File: config.mk
export PLATFORM = sky130hd
export DESIGN_NAME = sample_recorder
export DESIGN_NICKNAME = d
export VERILOG_FILES = /design/src/rtl/sample_recorder.sv
export SDC_FILE = /design/constraint.sdc
export NUM_CORES = 1
export LEC_CHECK = 0
export BUFFER_PORTS_ARGS = -buffer_cell sky130_fd_sc_hd__buf_2
export CAP_MARGIN = 20
export CORE_MARGIN = 3
export CORE_UTILIZATION = 53
export DETAILED_ROUTE_END_ITERATION = 12
export GPL_ROUTABILITY_DRIVEN = 0
export GPL_TIMING_DRIVEN = 0
export PLACE_DENSITY = 0.8
export SYNTH_ARGS = -nofsm -noshare
export SYNTH_HDL_FRONTEND = slang
export SYNTH_SLANG_ARGS = --single-unit
File: constraint.sdc
create_clock -name clk_in -period 2.4 [get_ports clk_in]
set_clock_uncertainty 0.05 [all_clocks]
set_input_delay 0.6 -clock clk_in [delete_from_list [all_inputs] [get_ports clk_in]]
set_output_delay 0.6 -clock clk_in [all_outputs]
set_load 0.01 [all_outputs]
File: src/rtl/sample_recorder.sv
// Captures a gated sample stream into BRAM port A from address 0 and reports take length.
// Optional SAMPLE_RECORDER_TRIGGER_EN adds an ARMED state that waits for a level trigger.
module sample_recorder #(
    parameter int BRAM_DEPTH = 8192,
    parameter int ADDR_WIDTH = 13,
    parameter int DATA_WIDTH = 8,
    parameter int TRIG_LEVEL = 16
) (
    input  logic                  clk_in,
    input  logic                  rst_in,
    input  logic                  record_in,
    input  logic                  sample_valid_in,
    input  logic [DATA_WIDTH-1:0] sample_in,
    output logic                  bram_we_out,
    output logic [ADDR_WIDTH-1:0] bram_addr_out,
    output logic [DATA_WIDTH-1:0] bram_din_out,
    output logic                  recording_out,
    output logic                  done_out,
    output logic                  full_out,
    output logic [ADDR_WIDTH:0]   sample_len_out
);

    typedef enum logic [1:0] {IDLE, ARMED, RECORD, DONE} state_t;

    localparam logic [ADDR_WIDTH:0] DEPTH_CNT = (ADDR_WIDTH+1)'(BRAM_DEPTH);

    state_t              state;
    state_t              state_nx;
    logic                rec_q;
    logic                rise;
    logic                start;
    logic                accept;
    logic                last;
    logic [ADDR_WIDTH:0] ptr;

`ifdef SAMPLE_RECORDER_TRIGGER_EN
    localparam logic signed [DATA_WIDTH:0] MID =
        (DATA_WIDTH+1)'(1 << (DATA_WIDTH-1));
    localparam logic signed [DATA_WIDTH:0] TRIG_S =
        (DATA_WIDTH+1)'(TRIG_LEVEL);

    logic signed [DATA_WIDTH:0] diff;
    logic signed [DATA_WIDTH:0] mag;
    logic                       trig_hit;

    always_comb begin
        diff     = $signed({1'b0, sample_in}) - MID;
        mag      = (diff < 0) ? -diff : diff;
        trig_hit = (mag >= TRIG_S);
    end
`endif

    assign rise = record_in & ~rec_q;

    always_ff @(posedge clk_in or posedge rst_in) begin
        if (rst_in) begin
            state <= IDLE;
        end else begin
            state <= state_nx;
        end
    end

    always_comb begin
        state_nx = state;
        start    = 1'b0;
        accept   = 1'b0;
        unique case (state)
            IDLE: begin
                if (rise) begin
                    start = 1'b1;
`ifdef SAMPLE_RECORDER_TRIGGER_EN
                    state_nx = ARMED;
`else
                    state_nx = RECORD;
`endif
                end
            end
            ARMED: begin
`ifdef SAMPLE_RECORDER_TRIGGER_EN
                if (!record_in) begin
                    state_nx = DONE;
                end else if (sample_valid_in && trig_hit) begin
                    accept   = 1'b1;
                    state_nx = RECORD;
                end
`else
                state_nx = IDLE;
`endif
            end
            RECORD: begin
                if (!record_in) begin
                    state_nx = DONE;
                end else if (sample_valid_in) begin
                    accept = 1'b1;
                end
            end
            DONE: begin
                state_nx = IDLE;
            end
            default: begin
                state_nx = IDLE;
            end
        endcase
        // Filling the last BRAM word ends the take regardless of record_in.
        last = accept && (ptr == DEPTH_CNT - 1'b1);
        if (last) begin
            state_nx = DONE;
        end
    end

    assign recording_out = (state == RECORD) || (state == ARMED);
    assign done_out      = (state == DONE);

    always_ff @(posedge clk_in or posedge rst_in) begin
        if (rst_in) begin
            rec_q          <= 1'b0;
            ptr            <= '0;
            bram_we_out    <= 1'b0;
            bram_addr_out  <= '0;
            bram_din_out   <= '0;
            sample_len_out <= '0;
            full_out       <= 1'b0;
        end else begin
            rec_q       <= record_in;
            bram_we_out <= accept;
            if (accept) begin
                bram_addr_out <= ptr[ADDR_WIDTH-1:0];
                bram_din_out  <= sample_in;
                ptr           <= ptr + 1'b1;
            end
            if (start) begin
                ptr            <= '0;
                sample_len_out <= '0;
                full_out       <= 1'b0;
            end
            if (state_nx == DONE && state != DONE) begin
                sample_len_out <= accept ? ptr + 1'b1 : ptr;
                full_out       <= last;
            end
        end
    end

endmodule

==> flow_summary.ini, run 1 <==
[status]
status = finished, final reports clean

[final_layout]
layout.nets = 303
drive_gt1_frac = 0.226
num_antenna_cells = 0
finalNonFillerCells = 338
n_fill_cell = 348
fin_area_mm2 = 0.00275
multi_input_area_um2 = 895
regArea_mm2 = 0.00135
area_growth_pct = 19.3

[cts]
cts_tree = done
cts_buffer_depth = 2
cts-resized-gates = 0
clock-root-buffer = clkbuf_8
ctsHtreeMaxLevel = 2
insertion_delay_ns = 0.31
clk_pin_slew_worst_paths_ns = 0.09
ctsHoldBuffers = 0
cts.sinks = 54
cts_made_buffers = 5
post_cts_buffers = 0

[critical_path]
critPathKind = reg -> reg
worstPathRequired_ns = 2.58
worstPathMaxFanout = 10
start_kind = flip-flop
arrival_ns = 2.35
setup.worst_path.end_class = flip-flop

[logic_synthesis]
ys_warn_count = 0
yosys-top-cells-area = dfrtp_1, nand2_1, mux2i_1
async_flop_share = 1.00
synth-seq-cells = 54
synth.avg_cell_area_um2 = 10.1
yosysUniqueCellTypes = 28
synth.net_count = 245
synthCells = 229
synth_commonest_cells = nand2_1, dfrtp_1, nor2_1, mux2i_1, xor2_1
synth_top_area_share = 0.586
ys_seq_area_frac = 0.586
synth_most_common_cell = nand2_1
synth_ff_type = dfrtp_1
synth_edf_count = 0
syn_area_mm2 = 0.00231
synth_area_leader_cell = dfrtp_1

[detailed_routing]
ant_nets = 0
wl_per_cell_um = 13.5
drt_iter0_markers = 75
drc = 0
drtPass1Iterations = 4
drt-total-wl_um = 4560
viasPerCell = 5.05
dr_total_vias = 1706

[global_routing]
grt_pass1_wl_um = 7900
grt_start_max_net_pins = 42
grt_pass1_vias = 1759
grt_usage = 0.201
grt_overflow = 0
antenna_found_initial = 0

[run]
cap_violations = 0

[die]
start_util = 0.565
dieWidth_um = 72.0
die_h_um = 72.0
core_mm2 = 0.00409
io_pins = 51
core.rowCount = 23
die-area_mm2 = 0.00518

[place]
dp_slack_ns = 0.247
place.port_buffers = 50
place_area_mm2 = 0.00264
dpl.cell_count = 330
dp_hpwl_um = 3320

[sta]
period_needed_ns = 2.17
tightest_slew_ns = 0.537
setup_viol = 0
maxSlewViolCount = 0
fin_ws_ns = 0.234
post-route-period-util = 0.903
rsz0062_at_grt = no
clock.fmax_ghz = 0.462
finalHoldViolCount = 0
slew_headroom = 0.642

[pwr]
p_per_area_mw_per_mm2 = 926
power_mw = 2.55
leakagePower_nw = 1.51
peakVddDrop_mv = 0.663

[min_path]
min_path_type = in -> async
==> per-stage QoR <==
step	setup TNS [ns]	utilization	hold slack, ns
floorplan	0	-	0.431
global placement	-8.89	0.641	0.403
detailed placement	0	0.646	0.409
CTS	0	0.674	0.176
global route	0	0.674	0.186
finish	0	0.674	0.175
==> cell usage in the layout (no fill, tap or decap) <==
| cell type | count |
|---|---|
| nand2_1 | 86 |
| dfrtp_1 | 54 |
| buf_2 | 50 |
| nor2_1 | 21 |
| mux2i_1 | 15 |
| xor2_1 | 9 |
| clkbuf_1 | 7 |
| clkbuf_8 | 5 |
| xnor2_1 | 4 |
| nand4_1 | 4 |
| ha_1 | 4 |
| nand3_1 | 3 |
| buf_12 | 2 |
| nor3_1 | 2 |
| inv_1 | 2 |
| o21ai_0 | 2 |
| nand3b_1 | 1 |
| clkinv_1 | 1 |
| nand4_2 | 1 |
| nor2_4 | 1 |
| nand4_4 | 1 |
| and2b_1 | 1 |
| nand2b_1 | 1 |
| o22ai_1 | 1 |
| o21ai_1 | 1 |
| or3_1 | 1 |
| o21ai_4 | 1 |
| or2_1 | 1 |
| and3_1 | 1 |
| and2_1 | 1 |
| inv_2 | 1 |
| inv_6 | 1 |
| bufinv_16 | 1 |
| clkinv_2 | 1 |
==> power breakdown <==
part	internal, mW	leakage (nW)	switching (mW)
Combinational	0.335	0.719	0.456
Sequential	1.06	0.730	0.0923
Clock	0.313	0.0585	0.298
Total	1.70	1.51	0.847
==> flip-flops by register name, summed over array words and instances, names as in the netlist <==
register        flops
ptr                14
bram_we_out         1
sample_len_out     14
full_out            1
bram_din_out        8
bram_addr_out      13
state               2
rec_q               1
==> kinds of logic (layout without fill, tap and decap cells) <==
group | count (synthesis) | in the layout | synth area share
multiplexers | 15 | 15 | 0.0651
flip-flops | 54 | 54 | 0.586
XOR/XNOR | 13 | 13 | 0.0493
AO/OA/AOI/OAI | 5 | 5 | 0.0163
adder cells (fa/ha/maj) | 4 | 4 | 0.0217
AND/OR/NAND/NOR | 126 | 126 | 0.235
buffers and inverters | 12 | 71 | 0.0266
==> worst paths after layout <==
| path | slack, ns | endpoint | startpoint | cells after the start |
|---|---|---|---|---|
| max reg2reg | 0.23 | sample_len_out[1] | state[0] | 8 |
| min in group clk_in | 0.42 | rec_q | record_in | 1 |
| min | 0.17 | bram_din_out[3] | rst_in | 2 |
| max | 0.23 | sample_len_out[1] | state[0] | 8 |
| min reg2reg | 0.42 | bram_addr_out[11] | bram_addr_out[11] | 2 |
| max in group asynchronous | 1.62 | sample_len_out[10] | rst_in | 3 |
==> metal layers <==
metal  share of wire  wire (µm)  GRT usage
met2            0.49       2250      0.335
met3           0.062        284     0.0665
met1            0.43       1960      0.243
met4           0.015         67     0.0793
met5               0          0          0
==> worst max-delay path, stage by stage (launching register included) <==
cell      delay [ns]
dfrtp_1         0.39
inv_1           0.07
ha_1            0.25
nand3b_1        0.26
o21ai_1         0.12
or3_1           0.39
o21ai_4         0.15
buf_12          0.19
mux2i_1         0.21
==> layout make-up <==
type	count	share of cell area
sequential	54	0.491
multi-input combinational	163	0.325
timing repair buffer	51	0.0982
clock buffer	5	0.0250
tap	50	0.0227
buffer	8	0.0168
clock inverter	3	0.0159
inverter	4	0.00545
No activity file was read; power rests on OpenSTA's default activity.
==> inputs of run 2 (changes only) <==
--- a/config.mk
+++ b/config.mk
@@ -8,10 +8,12 @@
 export BUFFER_PORTS_ARGS = -buffer_cell sky130_fd_sc_hd__buf_2
 export CAP_MARGIN = 20
+export CELL_PAD_IN_SITES_DETAIL_PLACEMENT = 1
+export CELL_PAD_IN_SITES_GLOBAL_PLACEMENT = 1
 export CORE_MARGIN = 3
-export CORE_UTILIZATION = 53
+export CORE_UTILIZATION = 41
 export DETAILED_ROUTE_END_ITERATION = 12
 export GPL_ROUTABILITY_DRIVEN = 0
 export GPL_TIMING_DRIVEN = 0
-export PLACE_DENSITY = 0.8
+export PLACE_DENSITY = 0.81
 export SYNTH_ARGS = -nofsm -noshare
 export SYNTH_HDL_FRONTEND = slang
==> constraint.sdc (replaced) <==
create_clock -name clk_in -period 2.4 [get_ports clk_in]
set_clock_uncertainty 0.05 [all_clocks]
set_input_delay 0.12 -clock clk_in [delete_from_list [all_inputs] [get_ports clk_in]]
set_output_delay 0.12 -clock clk_in [all_outputs]
set_load 0.01 [all_outputs]
==> run 2 against run 1 <==
  * Flip-flop and latch count unchanged
  * Die area increased by 27%
  * Sequential share of layout area decreased by 1.9 points
  * Count of clock-buffer cells in the layout increased by 2
  * Clock power decreased by 15%
  * Critical path depth unchanged
  * Core utilization decreased by 13 points
  * Critical path type unchanged
  * Critical endpoint is now sample_len_out[3]
  * Largest cell class unchanged
==> flow_summary.ini, run 2 (synthesis gave the netlist of run 1 again) <==
[die]
die_h_um = 81.0
core_mm2 = 0.00527
core.rowCount = 26
io_pins = 51
start_util = 0.438
die-area_mm2 = 0.00656
dieWidth_um = 81.0

[critical_path]
rr_endpoint = sample_len_out[3]
start_kind = flip-flop
setup.worst_path.end_class = flip-flop
critPathKind = reg -> reg
worstPathRequired_ns = 2.58
r2r_slack_ns = 0.19
r2r_start = state[0]
reg2regPathDepth = 8
arrival_ns = 2.38
worstPathMaxFanout = 10

[final_layout]
fin_util = 0.543
multi_input_area_um2 = 900
finalNonFillerCells = 368
reg.largest.list = ptr (14), sample_len_out (14), bram_addr_out (13)
layout_common_cells = nand2_1, dfrtp_1, buf_2, nor2_1, mux2i_1
n_fill_cell = 637
final_common_cell = nand2_1
drive_gt1_frac = 0.218
area_growth_pct = 24.0
num_antenna_cells = 0
regArea_mm2 = 0.00135
layout.nets = 313
fin_area_mm2 = 0.00286

[detailed_routing]
dr_total_vias = 1816
wl_per_cell_um = 15.1
drt-total-wl_um = 5540
drc = 0
drt_iter0_markers = 99
drtPass1Iterations = 4
ant_nets = 0
viasPerCell = 4.93

[pwr]
combPwrFrac = 0.332
p_per_area_mw_per_mm2 = 876
p_sw_frac = 0.347
peakVddDrop_mv = 0.381
p_clk_frac = 0.208
internal_power_mw = 1.64
pwr-share-seq = 0.460
switchingPower_mw = 0.871
leakagePower_nw = 1.54

[global_routing]
grt_pass1_vias = 1972
grt_start_max_net_pins = 31
antenna_found_initial = 0
grt_usage = 0.191
grt_pass1_wl_um = 9600
grt_overflow = 0

[cts]
ctsHtreeMaxLevel = 2
clock-root-buffer = clkbuf_8
cts.sinks = 54
cts_tree = done
insertion_delay_ns = 0.31
cts_buffer_depth = 2
post_cts_buffers = 0
cts_made_buffers = 5
clk_pin_slew_worst_paths_ns = 0.09

[sta]
setup_viol = 0
finalHoldViolCount = 0
period_needed_ns = 2.21
tightest_slew_ns = 0.606
clock.fmax_ghz = 0.453
slew_headroom = 0.596
rsz0062_at_grt = no
tns_ns = 0
maxSlewViolCount = 0
post-route-period-util = 0.919

[place]
place.port_buffers = 50
dp_hpwl_um = 4060
place_area_mm2 = 0.00267
dpl.cell_count = 350

[run]
cap_violations = 0

[status]
status = finished, final reports clean

[min_path]
hold_end = ptr[2]
hp-start = sample_valid_in
min_path_type = in -> reg
min_delay_path_depth = 4
==> run 2: cell types whose count changed in the layout (fill, tap and decap cells not counted) <==
cell / change
dlygate4sd3_1: +10
bufinv_16: -1
clkbuf_1: +1
clkbuf_8: +1
inv_6: -1
nor3_1: -1
nor3_2: +1
==> run 2: layout make-up <==
type | count | share of cell area
Sequential cell | 54 | 0.472
Multi-Input combinational cell | 163 | 0.314
Timing Repair Buffer | 61 | 0.129
Tap cell | 70 | 0.0306
Clock buffer | 7 | 0.0302
Buffer | 8 | 0.0162
Inverter | 4 | 0.00525
Clock inverter | 1 | 0.00175
==> run 2: critical path, cell delays in order (launching register included) <==
cell,delay (ns)
dfrtp_1,0.38
inv_1,0.07
ha_1,0.26
nand3b_1,0.28
o21ai_1,0.13
or3_1,0.38
o21ai_4,0.15
buf_12,0.20
mux2i_1,0.21
==> run 2: how the worst max path moves through the flow <==
stage                     startpoint                end  slack [ns]
after floorplan             state[0]  sample_len_out[4]        0.52
after global placement        rst_in  sample_len_out[9]        0.21
after detailed placement    state[0]  sample_len_out[9]        0.21
after CTS                   state[0]  sample_len_out[9]        0.16
after global routing        state[0]  sample_len_out[3]        0.02
final                       state[0]  sample_len_out[3]        0.19
==> run 2: timing repair <==
item / CTS / global route
setup endpoints to repair: 0 / 6
hold endpoints to repair: 33 / 0
hold buffers: 10 / 0
resized for setup: 0 / 1
==> run 2: power groups by stage <==
stage / Combinational (mW) / Sequential [mW] / Clock (mW)
floorplan: 0.502 / 1.21 / 0
global placement: 0.797 / 1.16 / 0
detailed placement: 0.831 / 1.17 / 0
CTS: 0.846 / 1.16 / 0.536
global route: 0.930 / 1.17 / 0.581
finish: 0.833 / 1.15 / 0.522
==> run 2: per-layer routing <==
layer,GRT usage,share of wire,up-vias
met2,0.333,0.50,41
met1,0.242,0.44,909
met4,0.0422,0.013,0
li1,-,-,858
met5,0,0,-
met3,0.0443,0.043,8
==> run 2: per-stage QoR <==
stage	worst slack, ns	hold WS [ns]	power [mW]
detailed placement	0.205	0.156	2.00
global placement	0.213	0.258	1.96
global route	0.0197	0.273	2.68
finish	0.195	0.240	2.51
floorplan	0.518	0.101	1.71
CTS	0.156	0.239	2.54
